## src/rtl/nexi_uart_pkg.sv

```systemverilog
// Shared UART definitions: receive FSM states and default frame geometry.
package nexi_uart_pkg;

   localparam int unsigned UART_OVERSAMPLE  = 16;
   localparam int unsigned UART_DATA_BITS   = 8;
   // 8N1: start + data + stop
   localparam int unsigned UART_FRAME_BITS  = 1 + UART_DATA_BITS + 1;

   typedef enum logic [2:0] {
      RX_IDLE,
      RX_START,
      RX_DATA,
      RX_STOP,
      RX_WAIT_HIGH
   } uart_rx_state_t;

endpackage

```

## src/rtl/nexi_sync2.sv

```systemverilog
// Two-flop synchroniser for an asynchronous single-bit input, with selectable reset value.
module nexi_sync2 #(
   parameter logic RST_VAL = 1'b1
) (
   input  logic clk,
   input  logic rst,
   input  logic d,
   output logic q
);

   logic meta;

   always_ff @(posedge clk) begin
      if (rst) begin
         meta <= RST_VAL;
         q    <= RST_VAL;
      end else begin
         meta <= d;
         q    <= meta;
      end
   end

endmodule

```

## src/rtl/nexi_uart_rx.sv

```systemverilog
// 8N1 UART receiver on a 16x oversampled clock: mid-bit start validation, centre sampling,
// stop-bit check, valid/ack delivery with framing and overrun pulses.
module nexi_uart_rx
   import nexi_uart_pkg::*;
#(
   parameter int unsigned OVERSAMPLE = UART_OVERSAMPLE,
   parameter int unsigned DATA_BITS  = UART_DATA_BITS
) (
   input  logic                 clk_16x_bps,
   input  logic                 rst,
   input  logic                 rx_pin,
   output logic [DATA_BITS-1:0] rx_data,
   output logic                 rx_valid,
   input  logic                 rx_ack,
   output logic                 frame_err,
   output logic                 overrun
);

   localparam int unsigned CNT_W = $clog2(OVERSAMPLE);
   localparam int unsigned BIT_W = $clog2(DATA_BITS + 1);

   localparam logic [CNT_W-1:0] HALF_M1  = CNT_W'(OVERSAMPLE / 2 - 1);
   localparam logic [CNT_W-1:0] FULL_M1  = CNT_W'(OVERSAMPLE - 1);
   localparam logic [BIT_W-1:0] LAST_BIT = BIT_W'(DATA_BITS - 1);

   logic                 rxs;
   uart_rx_state_t       state, state_nx;
   logic [CNT_W-1:0]     cnt;
   logic [BIT_W-1:0]     bitn;
   logic [DATA_BITS-1:0] shreg;

   logic cnt_clr_c, cnt_inc_c, bit_clr_c, shift_c, stop_good_c, stop_bad_c;

   nexi_sync2 #(.RST_VAL(1'b1)) u_sync (
      .clk (clk_16x_bps),
      .rst (rst),
      .d   (rx_pin),
      .q   (rxs)
   );

   always_ff @(posedge clk_16x_bps) begin
      if (rst) state <= RX_IDLE;
      else     state <= state_nx;
   end

   always_comb begin
      state_nx = state;
      case (state)
         RX_IDLE:      if (!rxs) state_nx = RX_START;
         RX_START:     if (cnt == HALF_M1) state_nx = rxs ? RX_IDLE : RX_DATA;
         RX_DATA:      if (cnt == FULL_M1 && bitn == LAST_BIT) state_nx = RX_STOP;
         RX_STOP:      if (cnt == FULL_M1) state_nx = rxs ? RX_IDLE : RX_WAIT_HIGH;
         RX_WAIT_HIGH: if (rxs) state_nx = RX_IDLE;
         default:      state_nx = RX_IDLE;
      endcase
   end

   // Datapath strobes; every sample point also clears the tick counter.
   always_comb begin
      cnt_clr_c   = 1'b0;
      cnt_inc_c   = 1'b0;
      bit_clr_c   = 1'b0;
      shift_c     = 1'b0;
      stop_good_c = 1'b0;
      stop_bad_c  = 1'b0;
      case (state)
         RX_IDLE: begin
            if (!rxs) begin
               cnt_clr_c = 1'b1;
               bit_clr_c = 1'b1;
            end
         end
         RX_START: begin
            if (cnt == HALF_M1) cnt_clr_c = 1'b1;
            else                cnt_inc_c = 1'b1;
         end
         RX_DATA: begin
            if (cnt == FULL_M1) begin
               cnt_clr_c = 1'b1;
               shift_c   = 1'b1;
            end else begin
               cnt_inc_c = 1'b1;
            end
         end
         RX_STOP: begin
            if (cnt == FULL_M1) begin
               cnt_clr_c   = 1'b1;
               stop_good_c = rxs;
               stop_bad_c  = !rxs;
            end else begin
               cnt_inc_c = 1'b1;
            end
         end
         default: ;
      endcase
   end

   always_ff @(posedge clk_16x_bps) begin
      if (rst) begin
         cnt       <= '0;
         bitn      <= '0;
         shreg     <= '0;
         rx_data   <= '0;
         rx_valid  <= 1'b0;
         frame_err <= 1'b0;
         overrun   <= 1'b0;
      end else begin
         frame_err <= stop_bad_c;
         overrun   <= stop_good_c && rx_valid && !rx_ack;

         if (cnt_clr_c)      cnt <= '0;
         else if (cnt_inc_c) cnt <= cnt + CNT_W'(1);

         if (bit_clr_c)      bitn <= '0;
         else if (shift_c)   bitn <= bitn + BIT_W'(1);

         // LSB arrives first, so each new bit enters at the top and walks down.
         if (shift_c) shreg <= {rxs, shreg[DATA_BITS-1:1]};

         // A same-cycle ack frees the holding register for the new byte.
         if (stop_good_c && (!rx_valid || rx_ack)) begin
            rx_data  <= shreg;
            rx_valid <= 1'b1;
         end else if (rx_ack) begin
            rx_valid <= 1'b0;
         end
      end
   end

endmodule

```

## config.mk

```make
export PLATFORM = sky130hd
export DESIGN_NAME = nexi_uart_rx
export DESIGN_NICKNAME = d
export VERILOG_FILES = /design/src/rtl/nexi_uart_pkg.sv /design/src/rtl/nexi_sync2.sv /design/src/rtl/nexi_uart_rx.sv
export SDC_FILE = /design/constraint.sdc
export NUM_CORES = 1
export LEC_CHECK = 0
export ABC_AREA = 0
export ABC_CLOCK_PERIOD_IN_PS = 2700
export CAP_MARGIN = 20
export CORE_MARGIN = 4
export CORE_UTILIZATION = 58
export DETAILED_ROUTE_END_ITERATION = 6
export PLACE_DENSITY = 0.82
export SYNTH_ARGS = -nofsm -noshare
export SYNTH_HDL_FRONTEND = slang
export SYNTH_SLANG_ARGS = --single-unit
export TNS_END_PERCENT = 5
```

## constraint.sdc

```tcl
create_clock -name clk_16x_bps -period 2.7 [get_ports clk_16x_bps]
set_input_delay 0.405 -clock clk_16x_bps [delete_from_list [all_inputs] [get_ports clk_16x_bps]]
set_output_delay 0.405 -clock clk_16x_bps [all_outputs]
set_load 0.02 [all_outputs]
```

# After elaboration in Yosys (flattened, before gate mapping)
# Index checks and enable logic that the tools add are counted.
# W data, S select, Z words.
classes:
  n_addsub: 2
  eq_ne: 12
  muxes: 21
  bitwise_logic: 2
  n_reduce_logical: 15
ops:
  columns: ["cell", "count"]
  rows:
  - ["$mux W3", 6]
  - ["$pmux W3 S5", 1]
  - ["$mux W1", 11]
  - ["$add A4 B1 Y4 const B", 2]
  - ["$eq A4 B3 Y1 const B", 2]
  - ["$ne A2 B2 Y1 const B", 4]
  - ["$eq A3 B2 Y1 const B", 2]
  - ["$reduce_or A2 Y1", 3]
  - ["$reduce_and A5 Y1", 1]
  - ["$eq A4 B4 Y1 const B", 1]
  - ["$logic_and A1 B1 Y1", 4]
  - ["$eq A3 B1 Y1 const B", 1]
  - ["$eq A3 B3 Y1 const B", 1]
  - ["$logic_not A1 Y1", 3]
  - ["$logic_not A3 Y1", 1]
  - ["$pmux W1 S3", 1]
  - ["$reduce_or A3 Y1", 1]
  - ["$mux W2", 1]
  - ["$ne A2 B1 Y1 const B", 1]
  - ["$not A1 Y1", 2]
  - ["$pmux W1 S2", 1]
  - ["$reduce_bool A2 Y1", 1]
  - ["$logic_or A1 B1 Y1", 1]
word_totals:
  reg_bits: 32
  output_inout_bits: 11
  word_cells: 62

# Depth between registers and ports, before layout
logic_depth:
  ltp_word: 5
  depth_mapped: 6

# Modules after synthesis
# A second synthesis with hierarchy kept.
unflattened:
  cells_unflattened: 150
  hier_area_um2: 1377.6
by_module_without_submodules:
  columns: ["module", "instances", "cells_each", "area_each_um2", "seq_area_each_um2"]
  rows:
  - ["nexi_uart_rx", 1, 146, 1325.0, 600.6]
  - ["nexi_sync2", 1, 4, 52.6, 40.0]

# Worst setup path before layout
# Ideal clock, no wire load.
synth_path:
  kind: "register -> register"
  from: "reg cnt[0]"
  to: "reg rx_data[0]"
  setup_time_ps: 128
  arrival_time_ps: 1377
  required_ps: 2572
  setup_slack_ps: 1195
  path_stages_with_launch: 7
  path_buffers: 1
  period_less_slack_ps: 1505
  cell_sequence: "dfxtp_1 > ha_1 > nand3b_4 > nor4b_4 > buf_6 > mux2i_1 > nor2_1"
synth_between:
  elab_chain_cells: 4
synth_lines:
  columns: ["element", "line_no", "rtl"]
  rows:
  - ["start: declaration", "nexi_uart_rx.sv:28", "logic [CNT_W-1:0] cnt;"]
  - ["start signal: assignment", "nexi_uart_rx.sv:112", "else if (cnt_inc_c) cnt <= cnt + CNT_W'(1);"]
  - ["$eq A4 B4 Y1", "nexi_uart_rx.sv:86", "if (cnt == FULL_M1) begin"]
  - ["$mux W1", "nexi_uart_rx.sv:86", null]
  - ["$mux W1", "nexi_uart_rx.sv:66", "case (state)"]
  - ["$logic_and A1 B1 Y1", "nexi_uart_rx.sv:121", "if (stop_good_c && (!rx_valid || rx_ack)) begin"]
  - ["end signal: assignment", "nexi_uart_rx.sv:122", "rx_data <= shreg;"]
  - ["end: declaration", "nexi_uart_rx.sv:12", "output logic [DATA_BITS-1:0] rx_data,"]
# No other way between the ends.
# A chain may end at the register's enable or synchronous reset.

# Final worst setup path
layout_path:
  from: "reg cnt[0]"
  to: "reg rx_data[6]"
# Same word-level chain as after synthesis.

==> impl_metrics.json <==
{
  "run_status": "completed",
  "drt_iter0_markers": 14,
  "layout-drive-gt1-share_pct": 8.39,
  "syn_to_final_growth_pct": 15.5,
  "core_sq_um": 2210,
  "insertion_delay_ps": 340,
  "path_max_fanout": 8,
  "cp_data_required_time_ps": 2940,
  "synthSimpleGateAreaFrac_pct": 21.7,
  "path_buf_inv": 0,
  "p_clk_share_pct": 41.7,
  "nNetsFinal": 160,
  "power_frac_seq_pct": 55.8,
  "p_int_uw": 678,
  "maxCapViolCount": 0,
  "initial_core_util_pct": 61.4,
  "wl_mm": 2.42,
  "die-area_sq_um": 3180,
  "numCtsBuffers": 5,
  "reg2reg_from": "cnt[0]$_SDFFE_PP0P_",
  "cts_sinks": 32,
  "detailedRoute.firstPassIterationCount": 3,
  "h-tree-depth": 2,
  "synth_most_common_cell": "dfxtp_1",
  "rows": 17,
  "synth_common_cells": "dfxtp_1 (32), nor2_1 (29), mux2i_1 (18)",
  "cts-root-buf": "clkbuf_4",
  "syn-num-nets": 146,
  "synth_fa_ha_area_share_pct": 1.84,
  "post_cts_buffers": 0,
  "synth_top_cell_by_area": "dfxtp_1",
  "yosysUniqueCellTypes": 32,
  "ctsHoldBuffers": 0,
  "synth_ff_type": "dfxtp_1",
  "fin_area_sq_um": 1570,
  "antenna_found_initial": 0,
  "min_period_ps": 1940,
  "grt_max_degree": 19,
  "worstSetupPathType": "reg2reg",
  "port_buffers": 14,
  "synth_top_family_by_area": "simple AND/OR/NAND/NOR gates",
  "die_height_microns": 56.4,
  "hp-start": "u_sync.meta$_SDFF_PP1_",
  "synth_xor_area_share_pct": 3.87,
  "combPwrFrac_pct": 2.5,
  "crit_arrival_ps": 2180,
  "synth_top_area_share_pct": 47.1,
  "syn_area_per_cell_sq_um": 9.71,
  "p_leak_uw": 0.000560,
  "finalSetupViolCount": 0,
  "p_per_area_nw_per_um2": 546,
  "place_area_sq_um": 1490,
  "cts_tree": "done",
  "synth_edf_count": 0,
  "fin_crit_sh_pct": 71.9,
  "wl_per_cell_microns": 13.2,
  "dieWidth_microns": 56.4,
  "worst_pin_slew_ps": 693,
  "fin_worst_skew_ps": 6.97,
  "yosys_warnings": 0,
  "hp-class": "reg2reg",
  "synth-seq-area-share_pct": 47.1,
  "grt_usage_pct": 17.1,
  "relSlewSlack_pct": 53.6,
  "grt_pass1_vias": 984,
  "clk_transition_reported_paths_ps": 100,
  "r2r_setup_slack_ps": 760,
  "synth-compound-area-share_pct": 6.91,
  "grt_overflow": 0,
  "ant_nets": 0,
  "worst_path_max_delay_cell": "nor4b_4",
  "drv_slew": 0,
  "finalHoldViolCount": 0,
  "ys_ff_latch": 32,
  "crit_path_cell_trace": "ha_1 > nand3b_4 > nor4b_4 > mux2i_1 > nor2_1",
  "irDropWorstVdd_mv": 0.453,
  "fill_cells": 186,
  "synthArstFlopShare_pct": 0,
  "holdWs_ps": 416,
  "path_delay_family": "simple AND/OR/NAND/NOR gates",
  "fmaxAchievable_mhz": 515,
  "route.detailed.drc": 0,
  "grt_pass1_wl_mm": 4.22,
  "end_kind": "flip-flop",
  "ioPinCount": 15,
  "place.gp.congestion": 0.811,
  "synthMuxAreaShare_pct": 13.3,
  "vias": 1002,
  "clockBufferDepth": 2,
  "synthesis.area_sq_um": 1360,
  "via_per_inst": 5.48,
  "crit_start": "cnt[0]$_SDFFE_PP0P_",
  "switching_share_pct": 20.8,
  "power_switching_uw": 178,
  "post-route-util_pct": 70.9,
  "cts-resized-gates": 0,
  "fin_tns_setup_ps": 0,
  "syn-instance-count": 140,
  "num_antenna_cells": 0,
  "crit_path_max_incr_delay_ps": 660,
  "start_kind": "flip-flop",
  "synthTopCellsByArea": "dfxtp_1 (47%), mux2i_1 (13%), nor2_1 (8.0%), xnor2_1 (3.9%), ha_1 (1.8%)",
  "rsz0062_at_grt": "no",
  "dp_hpwl_mm": 1.67
}
metal layers:
metal / GRT usage, % / vias up / part of all wire [%] / wire (microns)
li1: - / 503 / - / -
met1: 18.5 / 479 / 47 / 1130
met2: 27.9 / 11 / 47 / 1140
met3: 8.28 / 9 / 3.7 / 90
met4: 7.80 / 0 / 2.2 / 52
met5: 0 / - / 0 / 0
state kept, by name (all words and copies together) (netlist names):
name         cells
frame_err        1
shreg            8
cnt              4
overrun          1
u_sync.meta      1
rx_valid         1
bitn             4
rx_data          8
state            3
u_sync.q         1
metrics by stage:
stage          power, uW  instances  setup slack [ps]
4_1_cts              867        183               728
5_1_grt              891        183               562
3_5_place_dp         510        175               638
3_3_place_gp         509        175               697
6_report             856        183               759
2_1_floorplan        502        140              1200
path summary, 6_finish.rpt:
path                                                 to  depth (start not counted)
worst min register to register      u_sync.q$_SDFF_PP1_                          1
worst min-delay path                u_sync.q$_SDFF_PP1_                          1
worst max register to register  rx_data[6]$_SDFFE_PP0P_                          5
worst max-delay path            rx_data[6]$_SDFFE_PP0P_                          5
power groups by stage:
stage          clock [uW]  combinational [uW]  sequential (uW)
2_1_floorplan           0                16.2              486
3_3_place_gp            0                21.1              488
3_5_place_dp            0                21.4              488
4_1_cts               368                21.7              478
5_1_grt               389                23.5              478
6_report              357                21.6              478
layout make-up:
type                    instances  area [sq um]  area share (%)
multi-input cells              95           647            41.2
flip-flops and latches         32           641            40.8
repair buffers                 16           155            9.89
clock buffers                   6          41.3            2.63
clock inverters                 2          35.0            2.23
well taps                      28          35.0            2.23
inverters                       4          15.0           0.957
kinds of logic (layout without fill, tap and decap cells):
kind of cell             Yosys count  in the layout
AO/OA/AOI/OAI                     13             13
multiplexers                      18             18
adder cells (fa/ha/maj)            2              2
XOR/XNOR                           6              6
flip-flops                        32             32
buffers and inverters             13             28
AND/OR/NAND/NOR                   56             56
layout by cell type, fill, tap and decap left out, drive strengths merged, types with 2 or more instances in the layout:
cell	instances
o21bai	2
nor4	2
nor2	29
nand3	3
inv	4
dfxtp	32
clkdlybuf4s50	14
a21oi	5
nand3b	2
a211oi	2
clkbuf	6
buf	2
or2	2
xnor2	6
nand2	7
mux2i	18
nor3	4
ha	2
Power figures use the tool's default switching activity.
